$ cat src/rtl/tt_vector_player_if.sv
// rtl/tt_vector_player_if.sv - table-load, run-control, status and project io bundle for the vector player
interface tt_vector_player_if #(
    parameter int ADDR_W = 4,
    parameter int ERR_W  = 8
);
    logic              ld_en;
    logic [ADDR_W-1:0] ld_addr;
    logic [7:0]        ld_stim;
    logic [7:0]        ld_exp;
    logic [7:0]        ld_mask;
    logic              start;
    logic [ADDR_W:0]   num_vec;
    logic [7:0]        dut_io_in;
    logic [7:0]        dut_io_out;
    logic              busy;
    logic              done;
    logic              pass;
    logic [ERR_W-1:0]  err_count;
    logic              err_valid;
    logic [ADDR_W-1:0] first_err_idx;
    logic [7:0]        first_err_obs;

    modport master (
        output ld_en, ld_addr, ld_stim, ld_exp, ld_mask, start, num_vec, dut_io_out,
        input  dut_io_in, busy, done, pass, err_count, err_valid, first_err_idx, first_err_obs
    );

    modport slave (
        input  ld_en, ld_addr, ld_stim, ld_exp, ld_mask, start, num_vec, dut_io_out,
        output dut_io_in, busy, done, pass, err_count, err_valid, first_err_idx, first_err_obs
    );
endinterface

$ cat src/rtl/tt_vector_player.sv
// rtl/tt_vector_player.sv - drives stored stimulus onto a TinyTapeout io_in and checks io_out under mask
module tt_vector_player #(
    parameter int ADDR_W = 4,
    parameter int SETTLE = 2,
    parameter int ERR_W  = 8
) (
    input  logic                 i_clk,
    input  logic                 i_reset,
    tt_vector_player_if.slave    bus
);
    localparam int DEPTH = 1 << ADDR_W;
    localparam logic [ADDR_W:0] DEPTH_V = {1'b1, {ADDR_W{1'b0}}};

    typedef enum logic [2:0] {
        S_IDLE,
        S_DRIVE,
        S_SETTLE,
        S_CHECK,
        S_DONE
    } state_t;

    state_t r_state, w_next;

    logic [7:0]        r_stim [DEPTH];
    logic [7:0]        r_exp  [DEPTH];
    logic [7:0]        r_mask [DEPTH];

    logic [ADDR_W-1:0] r_idx;
    logic [ADDR_W:0]   r_n;
    logic [7:0]        r_cnt;
    logic [7:0]        r_dut_in;
    logic [ERR_W-1:0]  r_err_count;
    logic              r_err_valid;
    logic [ADDR_W-1:0] r_first_idx;
    logic [7:0]        r_first_obs;

    logic              w_busy;
    logic              w_accept;
    logic              w_mismatch;
    logic              w_last;
    logic [ADDR_W:0]   w_n;

    assign w_busy     = (r_state == S_DRIVE) || (r_state == S_SETTLE) || (r_state == S_CHECK);
    assign w_accept   = ((r_state == S_IDLE) || (r_state == S_DONE)) && bus.start && (bus.num_vec != '0);
    assign w_n        = (bus.num_vec > DEPTH_V) ? DEPTH_V : bus.num_vec;
    assign w_mismatch = |((bus.dut_io_out ^ r_exp[r_idx]) & r_mask[r_idx]);
    assign w_last     = ({1'b0, r_idx} == (r_n - 1'b1));

    // Table is deliberately outside reset so a reset does not lose loaded vectors.
    always_ff @(posedge i_clk) begin
        if (bus.ld_en && !w_busy) begin
            r_stim[bus.ld_addr] <= bus.ld_stim;
            r_exp[bus.ld_addr]  <= bus.ld_exp;
            r_mask[bus.ld_addr] <= bus.ld_mask;
        end
    end

    always_ff @(posedge i_clk) begin
        if (i_reset) begin
            r_state <= S_IDLE;
        end else begin
            r_state <= w_next;
        end
    end

    always_comb begin
        w_next = r_state;
        case (r_state)
            S_IDLE:   if (w_accept) w_next = S_DRIVE;
            S_DRIVE:  w_next = S_SETTLE;
            S_SETTLE: if (r_cnt == 8'd0) w_next = S_CHECK;
            S_CHECK:  w_next = w_last ? S_DONE : S_DRIVE;
            S_DONE:   if (w_accept) w_next = S_DRIVE;
            default:  w_next = S_IDLE;
        endcase
    end

    always_ff @(posedge i_clk) begin
        if (i_reset) begin
            r_idx       <= '0;
            r_n         <= '0;
            r_cnt       <= '0;
            r_dut_in    <= '0;
            r_err_count <= '0;
            r_err_valid <= 1'b0;
            r_first_idx <= '0;
            r_first_obs <= '0;
        end else begin
            if (w_accept) begin
                r_n         <= w_n;
                r_idx       <= '0;
                r_err_count <= '0;
                r_err_valid <= 1'b0;
                r_first_idx <= '0;
                r_first_obs <= '0;
            end
            case (r_state)
                S_DRIVE: begin
                    r_dut_in <= r_stim[r_idx];
                    r_cnt    <= 8'(SETTLE - 1);
                end
                S_SETTLE: begin
                    if (r_cnt != 8'd0) r_cnt <= r_cnt - 8'd1;
                end
                S_CHECK: begin
                    if (w_mismatch) begin
                        if (r_err_count != {ERR_W{1'b1}}) r_err_count <= r_err_count + 1'b1;
                        if (!r_err_valid) begin
                            r_err_valid <= 1'b1;
                            r_first_idx <= r_idx;
                            r_first_obs <= bus.dut_io_out;
                        end
                    end
                    if (!w_last) r_idx <= r_idx + 1'b1;
                end
                default: ;
            endcase
        end
    end

    assign bus.dut_io_in     = r_dut_in;
    assign bus.busy          = w_busy;
    assign bus.done          = (r_state == S_DONE);
    assign bus.pass          = (r_state == S_DONE) && (r_err_count == '0);
    assign bus.err_count     = r_err_count;
    assign bus.err_valid     = r_err_valid;
    assign bus.first_err_idx = r_first_idx;
    assign bus.first_err_obs = r_first_obs;
endmodule

$ cat src/flat_wrapper.sv
// flat-port wrapper written by rule: the top's interface ports become plain ports
module tt_vector_player_flat 
#(
    parameter int ADDR_W = 4,
    parameter int SETTLE = 2,
    parameter int ERR_W  = 8
)
  (i_clk, i_reset, bus_ld_en, bus_ld_addr, bus_ld_stim, bus_ld_exp, bus_ld_mask, bus_start, bus_num_vec, bus_dut_io_out, bus_dut_io_in, bus_busy, bus_done, bus_pass, bus_err_count, bus_err_valid, bus_first_err_idx, bus_first_err_obs);
  tt_vector_player_if #(.ADDR_W(ADDR_W), .ERR_W(ERR_W)) bus_i ();
  input  logic i_clk;
  input  logic i_reset;
  input wire logic [$bits(bus_i.ld_en)-1:0] bus_ld_en;
  input wire logic [$bits(bus_i.ld_addr)-1:0] bus_ld_addr;
  input wire logic [$bits(bus_i.ld_stim)-1:0] bus_ld_stim;
  input wire logic [$bits(bus_i.ld_exp)-1:0] bus_ld_exp;
  input wire logic [$bits(bus_i.ld_mask)-1:0] bus_ld_mask;
  input wire logic [$bits(bus_i.start)-1:0] bus_start;
  input wire logic [$bits(bus_i.num_vec)-1:0] bus_num_vec;
  input wire logic [$bits(bus_i.dut_io_out)-1:0] bus_dut_io_out;
  output wire logic [$bits(bus_i.dut_io_in)-1:0] bus_dut_io_in;
  output wire logic [$bits(bus_i.busy)-1:0] bus_busy;
  output wire logic [$bits(bus_i.done)-1:0] bus_done;
  output wire logic [$bits(bus_i.pass)-1:0] bus_pass;
  output wire logic [$bits(bus_i.err_count)-1:0] bus_err_count;
  output wire logic [$bits(bus_i.err_valid)-1:0] bus_err_valid;
  output wire logic [$bits(bus_i.first_err_idx)-1:0] bus_first_err_idx;
  output wire logic [$bits(bus_i.first_err_obs)-1:0] bus_first_err_obs;
  assign bus_i.ld_en = bus_ld_en;
  assign bus_i.ld_addr = bus_ld_addr;
  assign bus_i.ld_stim = bus_ld_stim;
  assign bus_i.ld_exp = bus_ld_exp;
  assign bus_i.ld_mask = bus_ld_mask;
  assign bus_i.start = bus_start;
  assign bus_i.num_vec = bus_num_vec;
  assign bus_i.dut_io_out = bus_dut_io_out;
  assign bus_dut_io_in = bus_i.dut_io_in;
  assign bus_busy = bus_i.busy;
  assign bus_done = bus_i.done;
  assign bus_pass = bus_i.pass;
  assign bus_err_count = bus_i.err_count;
  assign bus_err_valid = bus_i.err_valid;
  assign bus_first_err_idx = bus_i.first_err_idx;
  assign bus_first_err_obs = bus_i.first_err_obs;
  tt_vector_player #(.ADDR_W(ADDR_W), .SETTLE(SETTLE), .ERR_W(ERR_W)) u_core (.i_clk(i_clk), .i_reset(i_reset), .bus(bus_i));
endmodule
$ cat config.mk
export PLATFORM = sky130hd
export DESIGN_NAME = tt_vector_player_flat
export DESIGN_NICKNAME = d
export VERILOG_FILES = /design/src/rtl/tt_vector_player_if.sv /design/src/rtl/tt_vector_player.sv /design/src/flat_wrapper.sv
export SDC_FILE = /design/constraint.sdc
export NUM_CORES = 1
export LEC_CHECK = 0
export ABC_AREA = 0
export ABC_CLOCK_PERIOD_IN_PS = 7000
export BUFFER_PORTS_ARGS = -buffer_cell sky130_fd_sc_hd__buf_2
export CAP_MARGIN = 30
export CORE_MARGIN = 2
export CORE_UTILIZATION = 66
export CTS_CLUSTER_DIAMETER = 100
export CTS_CLUSTER_SIZE = 16
export DETAILED_ROUTE_END_ITERATION = 12
export HOLD_SLACK_MARGIN = 0.1
export PLACE_DENSITY = 0.88
export SYNTH_ARGS = -nofsm -noshare
export SYNTH_HDL_FRONTEND = slang
export SYNTH_SLANG_ARGS = --single-unit
$ cat constraint.sdc
create_clock -name i_clk -period 7 [get_ports i_clk]
set_input_delay 1.4 -clock i_clk [delete_from_list [all_inputs] [get_ports i_clk]]
set_output_delay 1.4 -clock i_clk [all_outputs]
set_load 0.03 [all_outputs]
==> flow_summary_export.csv, run 1 <==
group,metric,value,unit
synthesis,synth-seq-cells,433,
floorplanning,ios,77,
critical_path,r2r_slack,2.65,ns
critical_path,startpoint_type,"flop",
global_route,antenna_found_initial,2,
clock_tree,post_cts_resized,0,
final_layout,multi_input_area,4530,µm²
synthesis,synth_area_leader_cell,"edfxtp_1",
synthesis,yosys_warnings,0,
synthesis,ys_async_sr_fraction,0,
synthesis,synth_cell_types,58,
synthesis,syn-cell-area,17300,µm²
synthesis,synth_area_leaders,"edfxtp_1, mux4_2, dfxtp_1",
synthesis,synthCells,1016,
final_layout,nFillCells,1433,
synthesis,avgSynthCellArea,17.1,µm²
clock_tree,cts_setup_buffers,0,
pwr,power_density,276,nW/µm²
critical_path,max_stage_delay,0.77,ns
global_route,grt_start_max_net_pins,59,
floorplanning,initial_core_util,0.669,
clock_tree,clock_latency,0.57,ns
pwr,max-vdd-ir-drop,0.000247,V
timing,fin_crit,4.35,ns
critical_path,r2r_cells,9,
place,io_buffers,76,
synthesis,yosys.area.top_type_share,0.665,
drt,postRouteAntennaNets,0,
global_route,grt.total_usage,0.283,
final_layout,regArea,12500,µm²
drt,viasPerCell,6.70,
critical_path,crit_buf_inv,1,
critical_path,path_class,"flop to flop",
timing,tightest_slew,1.05,ns
timing,relSlewSlack,0.296,
global_route,grt_first_pass_wirelength,58700,µm
final_layout,layout.nets,1148,
timing,final.setup_skew,0.0187,ns
synthesis,synth_edf_count,384,
critical_path,cp_max_fo,44,
floorplanning,die_y,166,µm
final_layout,drive_gt1_frac,0.198,
floorplanning,die_area,27600,µm²
floorplanning,fp-row-count,59,
critical_path,path_depth,9,
synthesis,seq_area_frac_synth,0.722,
clock_tree,h-tree-depth,1,
timing,period_share,0.621,
drt,drc,0,
clock_tree,numCtsBuffers,31,
floorplanning,core_area,25900,µm²
timing,finalSetupViolations,0,
place,place.gp.congestion,0.822,
drt,drt_iter0_markers,1465,
hold_path,hold_path.class,"flop to flop",
timing,grt_setup_unrepaired,"no",
final_layout,syn_to_final_growth,9.81,%
place,hpwl,22900,µm
timing,tns,0,ns
clock_tree,cts_buffer_depth,3,
clock_tree,cts.clk_slew.worst_paths,0.07,ns
synthesis,syn-num-nets,1067,
critical_path,required,7.46,ns
critical_path,cp_slowest_cell,"dfxtp_4",
clock_tree,clock-sinks,433,
floorplanning,die_width,166,µm
timing,hold_violations,0,
clock_tree,cts-root-buf,"clkbuf_16",
critical_path,crit_family,"simple AND/OR/NAND/NOR gates",
drt,route.final.wire_length,39200,µm
pwr,leakage,6.09,nW
clock_tree,cts_tree,"done",
synthesis,yosys_most_used_dff,"edfxtp_1",
hold_path,min_path_cells,2,
clock_tree,ctsHoldBuffers,0,
global_route,first_global_vias,9496,
drt,drt-wirelength-per-cell,26.9,µm
status,status,"finished clean",
timing,report.final.slew_viol_count,0,
drt,routed-via-count,9764,
critical_path,worstPathArrival,4.81,ns
flow_run,drv_cap,0,
critical_path,worstPathCellList,"buf_4 > mux4_2 > xnor2_1 > o22ai_1 > or4_1 > nor4_1 > a211o_1 > nor2_4 > o21a_1",
drt,drt_first_pass_iters,6,
critical_path,end_kind,"flop",
pwr,power,0.00525,W
timing,fmax,230,MHz
global_route,grt_overflow_total,0,
-- per-layer routing --
metal	GRT usage	vias up	routed length, µm
li1	-	4139	-
met1	0.418	4903	15800
met2	0.437	621	18500
met3	0.0539	99	3790
met4	0.0922	2	1120
met5	0	-	13
-- logic make-up (layout without fill, tap and decap cells) --
kind of cell	count (synthesis)	after routing	synth area share
AO/OA/AOI/OAI	100	100	0.0429
flip-flops	433	433	0.722
other	0	1	0
adder cells (fa/ha/maj)	6	6	0.00433
multiplexers	110	110	0.106
XOR/XNOR	95	95	0.0480
buffers and inverters	70	175	0.0202
AND/OR/NAND/NOR	202	202	0.0569
-- Yosys cell counts, types with 3 or more instances --
library cell    n
edfxtp_1      384
xor2_1         61
mux4_2         58
nand2_1        56
dfxtp_1        49
nor2_1         46
mux2i_1        44
xnor2_1        34
nand3_1        25
a21oi_1        22
clkbuf_1       21
buf_2          16
nor3_1         16
inv_1          15
a221oi_1       11
nand2b_1       11
and3_1         10
buf_4           8
mux2_2          8
nor4_1          8
a22oi_1         7
a32oi_1         6
ha_1            6
or4_1           6
a311oi_1        5
a31oi_1         5
buf_6           5
nand4_1         5
nor3b_1         5
o211ai_1        5
o221ai_1        5
o31ai_1         5
o2111ai_1       4
buf_1           3
o21ai_0         3
o311ai_0        3
or3_1           3
-- registers in the layout, summed over array words and instances (netlist names), 5 cells and up --
signal and count:
u_core.r_stim 128, u_core.bus.first_err_obs 8, u_core.bus.dut_io_in 8, u_core.bus.err_count 8, u_core.r_n 5, u_core.r_exp 128, u_core.r_cnt 8, u_core.r_mask 128
-- power by group --
part	leakage [nW]	switching [W]	internal, W
Sequential	3.86	0.0000687	0.00290
Clock	0.430	0.000829	0.000856
Combinational	1.80	0.000368	0.000226
Total	6.09	0.00127	0.00398
-- through the flow --
step | cells | cell area [µm²] | setup WS (ns) | utilization | hold WS, ns
finish | 1457 | 19000 | 2.65 | 0.735 | 0.474
global route | 1456 | 19000 | 2.52 | 0.735 | 0.488
CTS | 1455 | 19000 | 2.77 | 0.734 | 0.472
detailed placement | 1398 | 18100 | 2.67 | 0.700 | 0.462
global placement | 1395 | 18100 | 2.79 | 0.697 | 0.452
floorplan | 1016 | 17300 | 3.06 | - | 0.465
-- worst reg2reg max path: cells and delay by family, from the launching register on --
kind | cells | cell delay (ns)
AND/OR/NAND/NOR | 3 | 1.19
AO/OA/AOI/OAI | 3 | 1.04
flip-flops | 1 | 0.77
buffers and inverters | 1 | 0.56
multiplexers | 1 | 0.41
XOR/XNOR | 1 | 0.25
-- final timing paths --
| kind | from | to |
|---|---|---|
| min | u_core.bus.first_err_idx[2] | u_core.bus.first_err_idx[2] |
| max | u_core.r_idx[1] | u_core.bus.err_valid |
| min reg2reg | u_core.bus.first_err_idx[2] | u_core.bus.first_err_idx[2] |
| max reg2reg | u_core.r_idx[1] | u_core.bus.err_valid |
-- final cells by class --
cell class / instances / area share
Clock buffer: 55 / 0.0455
Inverter: 17 / 0.00335
Antenna cell: 1 / 0.000131
Timing Repair Buffer: 101 / 0.0319
Clock inverter: 2 / 0.00177
Tap cell: 335 / 0.0220
Sequential cell: 433 / 0.658
Multi-Input combinational cell: 513 / 0.238
-- cell usage in the layout (no fill, tap or decap), types with 21 or more instances in the layout --
| master | count |
|---|---|
| a21oi_1 | 22 |
| buf_2 | 76 |
| buf_4 | 21 |
| clkbuf_1 | 24 |
| clkbuf_16 | 31 |
| dfxtp_1 | 47 |
| edfxtp_1 | 384 |
| mux2i_1 | 44 |
| mux4_2 | 58 |
| nand2_1 | 56 |
| nand3_1 | 25 |
| nor2_1 | 34 |
| xnor2_1 | 34 |
| xor2_1 | 61 |
Power figures use the tool's default switching activity.
==> run 2, diff against run 1 <==
--- a/config.mk
+++ b/config.mk
@@ -5,17 +5,17 @@
 export SDC_FILE = /design/constraint.sdc
 export NUM_CORES = 1
 export LEC_CHECK = 0
-export ABC_AREA = 0
-export ABC_CLOCK_PERIOD_IN_PS = 7000
+export ABC_AREA = 1
+export ABC_CLOCK_PERIOD_IN_PS = 4400
 export BUFFER_PORTS_ARGS = -buffer_cell sky130_fd_sc_hd__buf_2
 export CAP_MARGIN = 30
 export CORE_MARGIN = 2
-export CORE_UTILIZATION = 66
+export CORE_UTILIZATION = 61
 export CTS_CLUSTER_DIAMETER = 100
 export CTS_CLUSTER_SIZE = 16
 export DETAILED_ROUTE_END_ITERATION = 12
 export HOLD_SLACK_MARGIN = 0.1
-export PLACE_DENSITY = 0.88
+export PLACE_DENSITY = 0.82
 export SYNTH_ARGS = -nofsm -noshare
 export SYNTH_HDL_FRONTEND = slang
 export SYNTH_SLANG_ARGS = --single-unit
==> constraint.sdc (replaced) <==
create_clock -name i_clk -period 4.4 [get_ports i_clk]
set_input_delay 0.88 -clock i_clk [delete_from_list [all_inputs] [get_ports i_clk]]
set_output_delay 0.88 -clock i_clk [all_outputs]
set_load 0.03 [all_outputs]
==> run 2 against run 1 <==
Compared with the run above:
- utilization down 5.4 points
- cell count rose by 48%
- global-route usage shrank 0.83 points
- non-clock buffer count is 1 higher
- die area up 13%
- clock power increased by 60%
- area after synthesis is 4.7% higher
- count of clock-buffer cells in the layout grew 1
- wire length increased by 11%
- total power rose by 67%
- hold slack lost 0.015 ns
- critical endpoint is now u_core.bus.err_count[5]
- largest power group unchanged
==> flow_summary_export.csv, run 2 <==
group,metric,value,unit
clock_tree,cts_tree,"done",
pwr,power_density,437,nW/µm²
critical_path,cp_max_fo,202,
critical_path,startpoint_type,"flop",
place,pre_cts_ws,1.25,ns
clock_tree,cts.clk_slew.worst_paths,0.08,ns
synthesis,synth_cell_types,36,
final_layout,syn_to_final_growth,10.5,%
synthesis,synth_area_leader_cell,"edfxtp_1",
pwr,max-vdd-ir-drop,0.000318,V
timing,finalSetupViolations,0,
synthesis,synth_commonest_cells,"nand2_1, edfxtp_1, nand3_1",
synthesis,yosys_most_used_dff,"edfxtp_1",
hold_path,hold_path.class,"flop to flop",
synthesis,yosysMostFrequentCell,"nand2_1",
drt,route.final.wire_length,43600,µm
floorplanning,fp-row-count,63,
final_layout,layout.nets,1798,
place,io_buffers,76,
synthesis,syn-num-nets,1755,
clock_tree,cts_buffer_depth,3,
final_layout,final_common_cell,"nand2_1",
critical_path,path_class,"flop to flop",
status,status,"finished clean",
hold_path,min_path_cells,1,
clock_tree,post_cts_resized,0,
floorplanning,core_area,29500,µm²
drt,viasPerCell,5.99,
synthesis,yosys.area.top_type_share,0.635,
hold_path,worstHoldEndpoint,"u_core.r_cnt[7]",
drt,drt_iter0_markers,1750,
place,hpwl,23500,µm
synthesis,seq_area_frac_synth,0.689,
timing,tightest_slew,0.983,ns
critical_path,timing.rr.start,"u_core.r_idx[0]",
clock_tree,ctsHoldBuffers,0,
synthesis,yosys_warnings,0,
pwr,leakage,7.53,nW
clock_tree,clock-sinks,433,
critical_path,required,4.87,ns
synthesis,synth-seq-cells,433,
clock_tree,cts_setup_buffers,0,
synthesis,syn-cell-area,18100,µm²
final_layout,drive_gt1_frac,0.0937,
drt,drt-wirelength-per-cell,20.2,µm
global_route,grt_start_max_net_pins,203,
clock_tree,numCtsBuffers,31,
drt,drc,0,
hold_path,min_from,"u_core.r_cnt[7]",
critical_path,startpoint,"u_core.r_idx[0]",
timing,fmax,325,MHz
global_route,grt_overflow_total,0,
timing,report.final.slew_viol_count,0,
clock_tree,clock_latency,0.58,ns
drt,postRouteAntennaNets,0,
drt,routed-via-count,12934,
global_route,grt.total_usage,0.275,
global_route,first_global_vias,12124,
place,place.gp.congestion,0.889,
synthesis,synthCells,1704,
timing,period_share,0.699,
critical_path,r2r_slack,1.33,ns
flow_run,drv_cap,0,
clock_tree,h-tree-depth,1,
floorplanning,initial_core_util,0.616,
critical_path,worstPathArrival,3.55,ns
timing,final.setup_skew,0.0264,ns
critical_path,reg2reg_to,"u_core.bus.err_count[5]",
global_route,grt_first_pass_wirelength,65900,µm
final_layout,top_regs,"u_core.r_exp: 128 flops, u_core.r_mask: 128 flops, u_core.r_stim: 128 flops",
global_route,antenna_found_initial,1,
final_layout,insertedDiodeCount,0,
final_layout,nFillCells,2013,
synthesis,ys_async_sr_fraction,0,
synthesis,synth_area_leaders,"edfxtp_1, nand2_1, nand3_1",
timing,hold_violations,0,
final_layout,layout_common_cells,"nand2_1, edfxtp_1, nand3_1",
drt,drt_first_pass_iters,6,
floorplanning,ios,77,
timing,fin_crit,3.07,ns
clock_tree,cts-root-buf,"clkbuf_16",
synthesis,synth_edf_count,384,
floorplanning,die_y,176,µm
timing,tns,0,ns
synthesis,avgSynthCellArea,10.7,µm²
floorplanning,die_area,31100,µm²
timing,relSlewSlack,0.343,
timing,setup_slack,1.33,ns
critical_path,end_kind,"flop",
floorplanning,die_width,176,µm
critical_path,r2r_cells,14,
timing,grt_setup_unrepaired,"no",
==> run 2: cell count changes after synthesis, sizes merged, moves of 11 or more <==
| cell | change |
|---|---|
| nand3 | +195 |
| mux2i | -44 |
| xor2 | -57 |
| mux4 | -58 |
| a221oi | -11 |
| buf | +18 |
| xnor2 | -31 |
| nand2b | -11 |
| o21ai | +125 |
| nor2 | +116 |
| nand2 | +339 |
| clkbuf | +21 |
| inv | +134 |
| o22ai | +37 |
==> run 2: area by class of cell <==
cell class,count,area [µm²],area share
inverter,151,569,0.0284
clock buffer,56,870,0.0434
clock inverter,1,16.3,0.000811
tap,390,488,0.0243
multi-input combinational,1028,4760,0.238
sequential,433,12500,0.624
timing repair buffer,102,831,0.0414
==> run 2: logic make-up (layout without fill, tap and decap cells) <==
| logic type | after synthesis | count (layout) | share of synthesized area |
|---|---|---|---|
| AOI/OAI and AO/OA | 218 | 218 | 0.0659 |
| and+or+nand+nor | 797 | 797 | 0.183 |
| buffers and inverters | 243 | 310 | 0.0542 |
| DFF | 433 | 433 | 0.689 |
| xor gates and xnor gates | 7 | 7 | 0.00338 |
| adders and majority gates | 6 | 6 | 0.00414 |
==> run 2: worst max path at each step <==
stage                         endpoint  cells after the start
6_report       u_core.bus.err_count[5]                     14
3_5_place_dp   u_core.bus.err_count[4]                     10
3_3_place_gp   u_core.bus.err_count[4]                     10
5_1_grt        u_core.bus.err_count[5]                     14
4_1_cts        u_core.bus.err_count[5]                     16
2_1_floorplan      u_core.r_exp[12][0]                      4
==> run 2: per-layer routing <==
layer,wire (µm),track usage
met2,21000,0.453
met5,13,0
met4,1260,0.0847
met3,4340,0.0398
met1,17100,0.382
==> run 2: report_power, final <==
| part | switching [W] | total (W) | internal, W |
|---|---|---|---|
| Clock | 0.00135 | 0.00268 | 0.00133 |
| Combinational | 0.000965 | 0.00135 | 0.000390 |
| Sequential | 0.0000833 | 0.00472 | 0.00464 |
| Total | 0.00239 | 0.00876 | 0.00636 |
==> run 2: stage by stage <==
| stage | total power (W) | hold slack (ns) | instances | utilization | cell area (µm²) |
|---|---|---|---|---|---|
| 4_1_cts | 0.00871 | 0.462 | 2154 | 0.674 | 19900 |
| 3_5_place_dp | 0.00612 | 0.452 | 2097 | 0.644 | 19000 |
| 2_1_floorplan | 0.00570 | 0.422 | 1704 | - | 18100 |
| 6_report | 0.00876 | 0.459 | 2161 | 0.680 | 20100 |
| 5_1_grt | 0.00908 | 0.488 | 2161 | 0.680 | 20100 |
| 3_3_place_gp | 0.00604 | 0.434 | 2093 | 0.640 | 18900 |
==> run 2: critical path: stages, from the launching register on <==
cell	delay, ns
dfxtp_4	0.38
buf_12	0.63
nand2_1	0.16
nand3_1	0.13
nand3_1	0.10
nand3_1	0.15
nand3_1	0.09
nand3_1	0.14
nand2_1	0.08
nor2_1	0.18
nand2_2	0.23
nand2_4	0.31
o21ai_0	0.14
nand2_1	0.07
nor2_1	0.05
